**config.mk**
```make
export PLATFORM = sky130hd
export DESIGN_NAME = dct_sched
export DESIGN_NICKNAME = d
export VERILOG_FILES = /design/src/rtl/dct_sched.sv
export SDC_FILE = /design/constraint.sdc
export NUM_CORES = 1
export LEC_CHECK = 0
export CAP_MARGIN = 10
export CELL_PAD_IN_SITES_DETAIL_PLACEMENT = 0
export CELL_PAD_IN_SITES_GLOBAL_PLACEMENT = 1
export CORE_UTILIZATION = 25
export CTS_CLUSTER_DIAMETER = 80
export DETAILED_ROUTE_END_ITERATION = 8
export PLACE_DENSITY = 0.55
export SLEW_MARGIN = 20
export SYNTH_ARGS = -nofsm -noshare
export SYNTH_HDL_FRONTEND = slang
export SYNTH_SLANG_ARGS = --single-unit
export TNS_END_PERCENT = 30
```
**constraint.sdc**
```tcl
create_clock -name clock -period 2.8 [get_ports clock]
set_clock_uncertainty 0.2 [all_clocks]
set_input_delay 0.56 -clock clock [delete_from_list [all_inputs] [get_ports clock]]
set_output_delay 0.56 -clock clock [all_outputs]
set_load 0.005 [all_outputs]
```
**src/rtl/dct_sched.sv**
```systemverilog
// Shares one 2-D DCT engine among NUM_REQ block sources: round-robin grant,
// engine start/latency timing, buffer release and a valid/ready result port.
module dct_sched #(
  parameter int NUM_REQ = 3,
  parameter int SEL_W   = 2,
  parameter int LATENCY = 24,
  parameter int CNT_W   = 16
) (
  input  logic               clock,
  input  logic               reset_n,
  input  logic [NUM_REQ-1:0] src_req,
  output logic [NUM_REQ-1:0] src_release,
  output logic [SEL_W-1:0]   pix_sel,
  output logic               dct_enable,
  output logic               out_valid,
  input  logic               out_ready,
  output logic [SEL_W-1:0]   out_tag,
  output logic               busy,
  output logic [CNT_W-1:0]   blk_cnt
);

  localparam int               LAT_W    = $clog2(LATENCY) + 1;
  localparam logic [SEL_W-1:0] LAST_RST = SEL_W'(NUM_REQ - 1);

  typedef enum logic [2:0] {IDLE, START, RUN, DONE, OUT} state_t;

  state_t           state, state_nxt;
  logic [LAT_W-1:0] cnt;
  logic [SEL_W-1:0] last;
  logic [SEL_W-1:0] winner;
  logic [SEL_W-1:0] arb_sel;
  int               arb_idx;
  logic             found;
  logic             accept;
  logic             arb_cycle;

  // Round-robin scan starting just after the previous winner
  always_comb begin
    found   = 1'b0;
    winner  = '0;
    arb_idx = 0;
    arb_sel = '0;
    for (int i = 1; i <= NUM_REQ; i++) begin
      arb_idx = (int'(last) + i) % NUM_REQ;
      arb_sel = SEL_W'(arb_idx);
      if (!found && src_req[arb_sel]) begin
        found  = 1'b1;
        winner = arb_sel;
      end
    end
  end

  assign accept    = (state == OUT) && out_ready;
  assign arb_cycle = (state == IDLE) || accept;

  always_comb begin
    state_nxt   = state;
    dct_enable  = 1'b0;
    out_valid   = 1'b0;
    out_tag     = '0;
    src_release = '0;
    busy        = (state != IDLE);
    case (state)
      IDLE:  if (found) state_nxt = START;
      START: begin
        dct_enable = 1'b1;
        state_nxt  = RUN;
      end
      RUN:   if (cnt == '0) state_nxt = DONE;
      DONE:  begin
        src_release = NUM_REQ'(1) << pix_sel;
        state_nxt   = OUT;
      end
      OUT:   begin
        out_valid = 1'b1;
        out_tag   = pix_sel;
        if (accept) state_nxt = found ? START : IDLE;
      end
      default: state_nxt = IDLE;
    endcase
  end

  // pix_sel is only rewritten on a grant, so it holds from START through OUT
  always_ff @(posedge clock or negedge reset_n) begin
    if (!reset_n) begin
      state   <= IDLE;
      cnt     <= '0;
      pix_sel <= '0;
      last    <= LAST_RST;
      blk_cnt <= '0;
    end else begin
      state <= state_nxt;
      if (state == START)
        cnt <= LAT_W'(LATENCY - 2);
      else if (state == RUN && cnt != '0)
        cnt <= cnt - 1'b1;
      if (arb_cycle && found) begin
        pix_sel <= winner;
        last    <= winner;
      end
      if (accept)
        blk_cnt <= blk_cnt + 1'b1;
    end
  end

endmodule

```
Word-level counts from Yosys, hierarchy flattened
Cells that the tools add are included.

Reductions and logical operators: 14. Div/mod/pow operators: 3. $add $sub $neg: 5. Mux-type cells: 23. Equality and inequality tests: 7. Order comparisons: 3. Shifts and indexed selects: 1.

Operators with widths (number): $mod A32 B3 Y32 const B (3); $add A16 B1 Y16 const B (1); $pmux W3 S5 (1); $mux W3 (4); $mux W6 (2); $lt A2 B3 Y1 const B (3); $mux W1 (9); $mux W2 (4); $add A2 B2 Y3 const B (2); $bmux W1 S2 (3); $eq A3 B2 Y1 const B (2); $logic_not A6 Y1 (1); $ne A2 B2 Y1 const B (3); $reduce_bool A6 Y1 (1); $sub A6 B1 Y6 const B (1); $logic_and A1 B1 Y1 (5); $add A2 B1 Y3 const B (1); $eq A3 B1 Y1 const B (1); $eq A3 B3 Y1 const B (1); $logic_not A3 Y1 (1); $reduce_and A3 Y1 (1); $reduce_bool A3 Y1 (1); $shl A1 B2 Y3 const A (1); $logic_not A1 Y1 (2); other kinds (2) (2).

Bits in registers: 29. Output and inout port bits: 26. Input port bits: 6. Word-level logic and storage cells: 61.

Longest topological paths before layout
Gate-level depths: netlist (run 1).

Depth after elaboration: 14. Gate-level depth with buffers: 7.

Worst setup path before layout (run 1)
Ideal clock, no wire load.

Path type: reg2reg. Start point: register, netlist name pix_sel[0]. End point: register pix_sel[0]. Required time: 2474 ps. Stages on the path, launching flop included: 8. Slack: 736 ps. Data arrival time: 1738 ps. Path through: dfrtp_1 inv_1 ha_1 buf_2 or2_0 a32oi_1 a31oi_1 o32a_1.

RTL lines: end signal: assignment (line 98) `pix_sel <= winner;`; end: declaration (line 13) `output logic [SEL_W-1:0] pix_sel,`.

Final worst setup path (run 1)
Start point: register state[2]. End point: output src_release[2].

Cells in the longest elaborated chain, start to end: 2.

Ends and longest elaborated chain: start: declaration (line 27) `state_t state, state_nxt;`; start signal: assignment (line 92) `state <= state_nxt;`; $eq A3 B2 Y1 (line 63) `case (state)`; $mux W3 (line 63); end: declaration (line 12) `output logic [NUM_REQ-1:0] src_release,`.

No other way between the ends.

==> results of run 1 <==
[registers in the layout (all words and copies together), names as in the netlist]
name and flops:
blk_cnt 16, cnt 6, last 1, pix_sel 2, state 3
[cell families (layout without fill, tap and decap cells)]
kind of cell	Yosys count	count (layout)
AO/OA/AOI/OAI	18	18
XOR/XNOR	19	19
adder cells (fa/ha/maj)	7	7
buffers and inverters	15	48
flip-flops	28	28
multiplexers	7	7
AND/OR/NAND/NOR	60	60
[how the worst max path moves through the flow]
stage / from / to / slack (ns) / cells past startpoint
final: state[2]$_DFFE_PN0P_ / src_release[2] / 0.25 / 4
after detailed placement: out_ready / blk_cnt[8]$_DFFE_PN0P_ / 0.34 / 5
after global placement: out_ready / blk_cnt[8]$_DFFE_PN0P_ / 0.41 / 5
after global routing: state[2]$_DFFE_PN0P_ / src_release[2] / 0.08 / 4
after CTS: state[2]$_DFFE_PN0P_ / src_release[2] / 0.21 / 4
after floorplan: pix_sel[0]$_DFFE_PN0P_ / pix_sel[0]$_DFFE_PN0P_ / 0.74 / 7
[layout by cell type, fill, tap and decap left out, drive strengths merged]
master | netlist | routed
nand2b | 4 | 4
nor2 | 14 | 14
xor2 | 8 | 8
ha | 7 | 7
o21a | 2 | 2
a32oi | 1 | 1
clkbuf | 0 | 4
nor4b | 1 | 1
buf | 4 | 2
nand4 | 7 | 7
inv | 11 | 11
and4 | 1 | 1
o211ai | 2 | 2
o2111a | 1 | 1
dfstp | 1 | 1
nor3 | 5 | 5
dfrtp | 27 | 27
and2 | 1 | 1
a21boi | 1 | 1
nor3b | 2 | 2
nand3b | 1 | 1
mux2i | 5 | 5
nand3 | 7 | 7
or3 | 2 | 2
a311o | 1 | 1
mux2 | 2 | 2
xnor2 | 11 | 11
a211o | 1 | 1
or2 | 3 | 3
o21ai | 5 | 5
and4bb | 1 | 1
a221oi | 1 | 1
nand2 | 6 | 6
and3 | 3 | 3
nand4b | 1 | 1
a31oi | 1 | 1
nor2b | 1 | 1
o22a | 1 | 1
o32a | 1 | 1
clkdlybuf4s50 | 0 | 31
[report_power, final]
part / switching [mW] / total [mW] / internal (mW)
registers: 0.152 / 0.666 / 0.515
logic: 0.399 / 0.836 / 0.437
clock network: 0.120 / 0.246 / 0.126
total: 0.671 / 1.75 / 1.08
[cell type report]
class                   instances  area share
well taps                      75      0.0457
flip-flops and latches         28       0.342
multi-input cells             111       0.407
repair buffers                 33       0.159
inverters                      11      0.0201
clock buffers                   4      0.0268
[per-stage QoR]
step	util	total power, mW
final	0.339	1.75
after detailed placement	0.329	1.52
after floorplan	-	1.22
after global placement	0.329	1.48
after CTS	0.339	1.77
after global routing	0.339	1.91
[routing by layer]
metal  up-vias  track usage  wire length [um]
met2        41        0.196              1600
met1       609        0.160              1680
met5         -            0                 0
met4         0       0.0316                31
met3         5       0.0165               202
li1        600            -                 -
[synthesized netlist by cell type, types with 3 or more instances]
library cell,count
and3_1,3
dfrtp_1,27
ha_1,7
inv_1,11
mux2i_1,5
nand2_1,6
nand2b_1,4
nand3_1,7
nand4_1,6
nor2_1,14
nor3_1,3
o21ai_0,4
xnor2_1,11
xor2_1,8
==> metrics.csv, run 1 <==
stage,metric,value,unit
global_route,grt_max_degree,29,
global_route,grt_use_total,0.118,
synthesis,async_flop_share,1.00,
finish,layout.nets,201,
detailed_routing,vias_per_cell,4.79,
die,row_count,28,
worst_setup_path,cp-start-kind,flip-flop,
detailed_routing,wl_per_cell,13.4,um
power_and_ir_drop,peakVddDrop,0.242,mV
global_route,grt_pass1_vias,1358,
sta,finalHoldViolations,0,
cts,clk_pin_slew,0.09,ns
global_route,grt_pass1_wl,6.25,mm
hold_path,min_from,blk_cnt[15]$_DFFE_PN0P_,
worst_setup_path,worstSetupEndpointType,output port,
cts,clock-root-buffer,clkbuf_8,
finish,area_growth,27.5,%
worst_setup_path,r2r-start,pix_sel[0]$_DFFE_PN0P_,
synthesis,synth_xor_xnor_area_share,0.103,
worst_setup_path,r2r_cells,6,
synthesis,yosysTopAreaCellShare,0.420,
hold_path,hold_end,blk_cnt[15]$_DFFE_PN0P_,
run_status,outcome,finished clean,
die,io_pins,32,
sta,setup_ws,0.252,ns
hold_path,hold_depth,1,
synthesis,synthFlopType,dfrtp_1,
worst_setup_path,path_max_fanout,8,
synthesis,synth.distinct_cells,47,
finish,multi_input_area,835,um^2
die,die_width,82.2,um
synthesis,ys_ff_latch,28,
cts,clock_path_buffers,2,
worst_setup_path,crit_slowest_cell,clkdlybuf4s50_1,
hold_path,hold_class,flip-flop to flip-flop,
synthesis,synth_area,1610,um^2
synthesis,synth_mux_area_frac,0.0451,
detailed_routing,firstDrtPassIters,6,
sta,maxSlewViolCount,0,
finish,area.sequential,702,um^2
worst_setup_path,max_stage_delay,0.53,ns
finish,final_cell_area,2050,um^2
power_and_ir_drop,p_leak,0.870,nW
synthesis,syn_nets,167,
worst_setup_path,critPathArrivalTime,1.79,ns
sta,slew_headroom,0.728,
sta,post-route-period-util,0.910,
die,fp.dieH,82.2,um
detailed_routing,drc,0,
die,initial_core_util,0.265,
sta,tns,0,ns
cts,cts_num_sinks,28,
synthesis,syn_area_per_cell,10.4,um^2
sta,whs,0.281,ns
worst_setup_path,path_cells,inv_1 > nand3_1 > nor3b_1 > clkdlybuf4s50_1,
sta,setup_viol,0,
sta,finalCriticalPeriod,2.55,ns
die,dieArea,6760,um^2
flow_run,drv_cap,0,
cts,cts_buffers,3,
synthesis,synth_area_leader_cell,dfrtp_1,
power_and_ir_drop,powerDensity,852,nW/um^2
synthesis,synth-edff-count,0,
finish,drive_gt1_frac,0.0909,
synthesis,synth_area_leaders,"dfrtp_1 42%, xnor2_1 6.0%, ha_1 5.4%",
cts,cts_resized,0,
detailed_routing,drt-initial-drc-count,87,
finish,finalNonFillerCells,262,
cts,insertion_delay,0.27,ns
synthesis,seq_area_frac_synth,0.436,
cts,postCtsSetupBuffers,0,
global_route,grt-ovfl-total,0,
synthesis,synth_compound_area_frac,0.0863,
synthesis,synthAdderAreaFrac,0.0544,
sta,tightest_slew,0.404,ns
synthesis,ys_warn_count,0,
synthesis,synth_top_family_by_area,simple AND/OR/NAND/NOR gates,
place,dp_hpwl,2.65,mm
detailed_routing,wirelength,3.52,mm
worst_setup_path,cpLargestDelayFamily,buffers and inverters,
cts,cts_max_level,1,
place,dp.cells,258,
detailed_routing,num_vias,1255,
worst_setup_path,timing.reg2reg.setup_slack,0.54,ns
worst_setup_path,crit_type,flip-flop to output port,
place,place_ws,0.341,ns
finish,num-fill-cells,594,
worst_setup_path,critPathBufInv,2,
finish,num_antenna_cells,0,
synthesis,synth_simple_gate_area_frac,0.229,
global_route,antenna_found_initial,0,
synthesis,synth_cells,154,
sta,rsz0062_at_grt,no,
place,gp_congestion,0.776,
place,dpl-instance-area,2000,um^2
worst_setup_path,worstReg2RegEnd,pix_sel[0]$_DFFE_PN0P_,
detailed_routing,ant_nets,0,
worst_setup_path,cp.required,2.04,ns
sta,fmax,0.392,GHz
die,core,6060,um^2
cts,cts_hold_buf,0,
cts,cts_tree,built,
place,io_buffers,31,
Note: power is estimated with default switching activity, not from simulation.
==> run 2, diff against run 1 <==
Settings changed: CORE_ASPECT_RATIO from default to 1.2, CTS_CLUSTER_SIZE from default to 10, PLACE_DENSITY 0.55 to default, PLACE_DENSITY_LB_ADDON from default to 0.1.
==> run 2 against run 1 <==
  * Worst setup slack better by 0.031 ns
  * Via count is 2.9% lower
  * Hold slack worse by 0.0051 ns
  * Sequential cell count stayed put
  * Combinational power is 2% lower
  * Critical endpoint unchanged
  * Largest cell class unchanged
  * Count of clock-buffer cells in the layout stayed put
  * Critical path type unchanged
  * Sequential power hardly changed
  * Global-route usage is 1.0 points lower
  * Register-to-register slack worse by 0.02 ns
  * Design area is 0.79% higher
  * Critical path depth stayed put
  * Sequential share of layout area is 0.27 points lower
==> metrics.csv, run 2 (synthesized netlist as in run 1, its figures left out) <==
stage,metric,value,unit,change
worst_setup_path,critPathArrivalTime,1.76,ns,-0.03 ns
flow_run,drv_cap,0,,unchanged
hold_path,hold_depth,1,,unchanged
cts,clock-root-buffer,clkbuf_8,,
finish,final_cell_mix,"31 x clkdlybuf4s50_1, 27 x dfrtp_1, 14 x nor2_1",,
power_and_ir_drop,p_leak,0.875,nW,+0.62%
worst_setup_path,cpLargestDelayFamily,buffers and inverters,,
finish,top_register,blk_cnt,,
finish,final_cell_area,2070,um^2,+0.79%
finish,largest_register_ffs,16,,unchanged
cts,clk_pin_slew,0.10,ns,about the same
detailed_routing,firstDrtPassIters,5,,-1
place,gp_congestion,0.763,,-1.7%
detailed_routing,vias_per_cell,4.51,,-5.7%
worst_setup_path,path_cells,inv_1 > nand3_1 > nor3b_1 > clkdlybuf4s50_1,,
worst_setup_path,crit_slowest_cell,clkdlybuf4s50_1,,
cts,cts_num_sinks,28,,unchanged
finish,reg_top3,"blk_cnt x16, cnt x6, state x3",,
finish,num_antenna_cells,0,,unchanged
worst_setup_path,r2r_cells,6,,unchanged
sta,finalCriticalPeriod,2.52,ns,-0.0313 ns
global_route,grt_pass1_vias,1212,,-11%
cts,clock_path_buffers,2,,unchanged
hold_path,hold_class,flip-flop to flip-flop,,
sta,setup_ws,0.283,ns,+0.0313 ns
run_status,outcome,finished clean,,
worst_setup_path,r2r-start,pix_sel[0]$_DFFE_PN0P_,,
detailed_routing,wirelength,3.34,mm,-5.1%
die,die_width,75.2,um,-8.5%
hold_path,min_from,blk_cnt[15]$_DFFE_PN0P_,,
die,dieArea,6760,um^2,about the same
sta,maxSlewViolCount,0,,unchanged
finish,layout.nets,202,,+0.50%
detailed_routing,wl_per_cell,12.4,um,-7.9%
sta,rsz0062_at_grt,no,,
cts,cts_tree,built,,
cts,cts_resized,0,,unchanged
sta,tightest_slew,0.373,ns,-0.0307 ns
worst_setup_path,worstReg2RegEnd,pix_sel[0]$_DFFE_PN0P_,,
die,core,6130,um^2,+1.1%
die,fp.dieH,89.9,um,+9.3%
sta,tns,0,ns,unchanged
worst_setup_path,cp.required,2.04,ns,about the same
die,initial_core_util,0.263,,-0.00293
detailed_routing,num_vias,1219,,-2.9%
global_route,antenna_found_initial,0,,unchanged
detailed_routing,ant_nets,0,,unchanged
cts,cts_max_level,1,,unchanged
worst_setup_path,crit_type,flip-flop to output port,,
sta,post-route-period-util,0.899,,-0.0112
place,dpl-instance-area,2010,um^2,+0.81%
worst_setup_path,path_max_fanout,8,,unchanged
die,row_count,31,,+11%
power_and_ir_drop,peakVddDrop,0.391,mV,+62%
place,io_buffers,31,,unchanged
detailed_routing,drc,0,,unchanged
global_route,grt_pass1_wl,5.64,mm,-9.8%
place,place_ws,0.456,ns,+0.116 ns
worst_setup_path,critPathBufInv,2,,unchanged
power_and_ir_drop,powerDensity,840,nW/um^2,-1.4%
sta,fmax,0.397,GHz,+1.2%
worst_setup_path,worstSetupEndpointType,output port,,
finish,drive_gt1_frac,0.0957,,+0.00484
cts,cts_buffers,3,,unchanged
die,io_pins,32,,unchanged
finish,layout_commonest_cell,clkdlybuf4s50_1,,
sta,finalHoldViolations,0,,unchanged
global_route,grt_use_total,0.108,,-0.0101
detailed_routing,drt-initial-drc-count,27,,-69%
cts,cts_hold_buf,0,,unchanged
finish,area_growth,28.5,%,
sta,setup_viol,0,,unchanged
worst_setup_path,timing.reg2reg.setup_slack,0.52,ns,-0.02 ns
global_route,grt_max_degree,29,,unchanged
worst_setup_path,max_stage_delay,0.53,ns,about the same
sta,slew_headroom,0.751,,+0.0233
cts,postCtsSetupBuffers,0,,unchanged
hold_path,hold_end,blk_cnt[15]$_DFFE_PN0P_,,
worst_setup_path,cp-start-kind,flip-flop,,
global_route,grt-ovfl-total,0,,unchanged
place,dp_hpwl,2.51,mm,-5.2%
cts,insertion_delay,0.28,ns,about the same
run 2: cell types whose count changed in the layout (fill, tap and decap cells not counted), sizes merged:
cell,delta
buf,+1
run 2: worst max path at each step:
| stage | start | end | slack, ns | depth (start not counted) |
|---|---|---|---|---|
| floorplan | pix_sel[0]$_DFFE_PN0P_ | pix_sel[0]$_DFFE_PN0P_ | 0.74 | 7 |
| CTS | state[2]$_DFFE_PN0P_ | src_release[2] | 0.25 | 4 |
| global placement | src_req[1] | pix_sel[0]$_DFFE_PN0P_ | 0.50 | 5 |
| global route | state[2]$_DFFE_PN0P_ | src_release[2] | 0.15 | 4 |
| finish | state[2]$_DFFE_PN0P_ | src_release[2] | 0.28 | 4 |
| detailed placement | src_req[1] | pix_sel[0]$_DFFE_PN0P_ | 0.46 | 5 |
run 2: final cells by class:
cell class                      instances  area (um^2)
Timing Repair Buffer                   34          333
Inverter                               11         41.3
Sequential cell                        28          702
Multi-Input combinational cell        111          835
Tap cell                               82          103
Fill cell                             657         4060
Clock buffer                            4         55.1
run 2: per-stage QoR:
step	utilization	instances	power [mW]	hold slack, ns
after floorplan	-	154	1.22	0.0644
after global placement	0.329	266	1.50	0.257
after detailed placement	0.329	266	1.51	0.260
after CTS	0.337	270	1.78	0.282
after global routing	0.337	270	1.90	0.299
final	0.337	270	1.74	0.276
run 2: report_power, final:
part / internal [mW] / switching [mW] / total, mW
combinational: 0.438 / 0.383 / 0.821
sequential: 0.514 / 0.153 / 0.667
clock: 0.126 / 0.124 / 0.250
total: 1.08 / 0.660 / 1.74
run 2: routing by layer:
layer,share of wire,GRT usage,up-vias,wire [um]
li1,-,-,604,-
met4,0.018,0.0463,0,61
met5,0,0,-,0
met3,0.022,0.0135,5,72
met1,0.46,0.136,590,1530
met2,0.50,0.181,20,1670
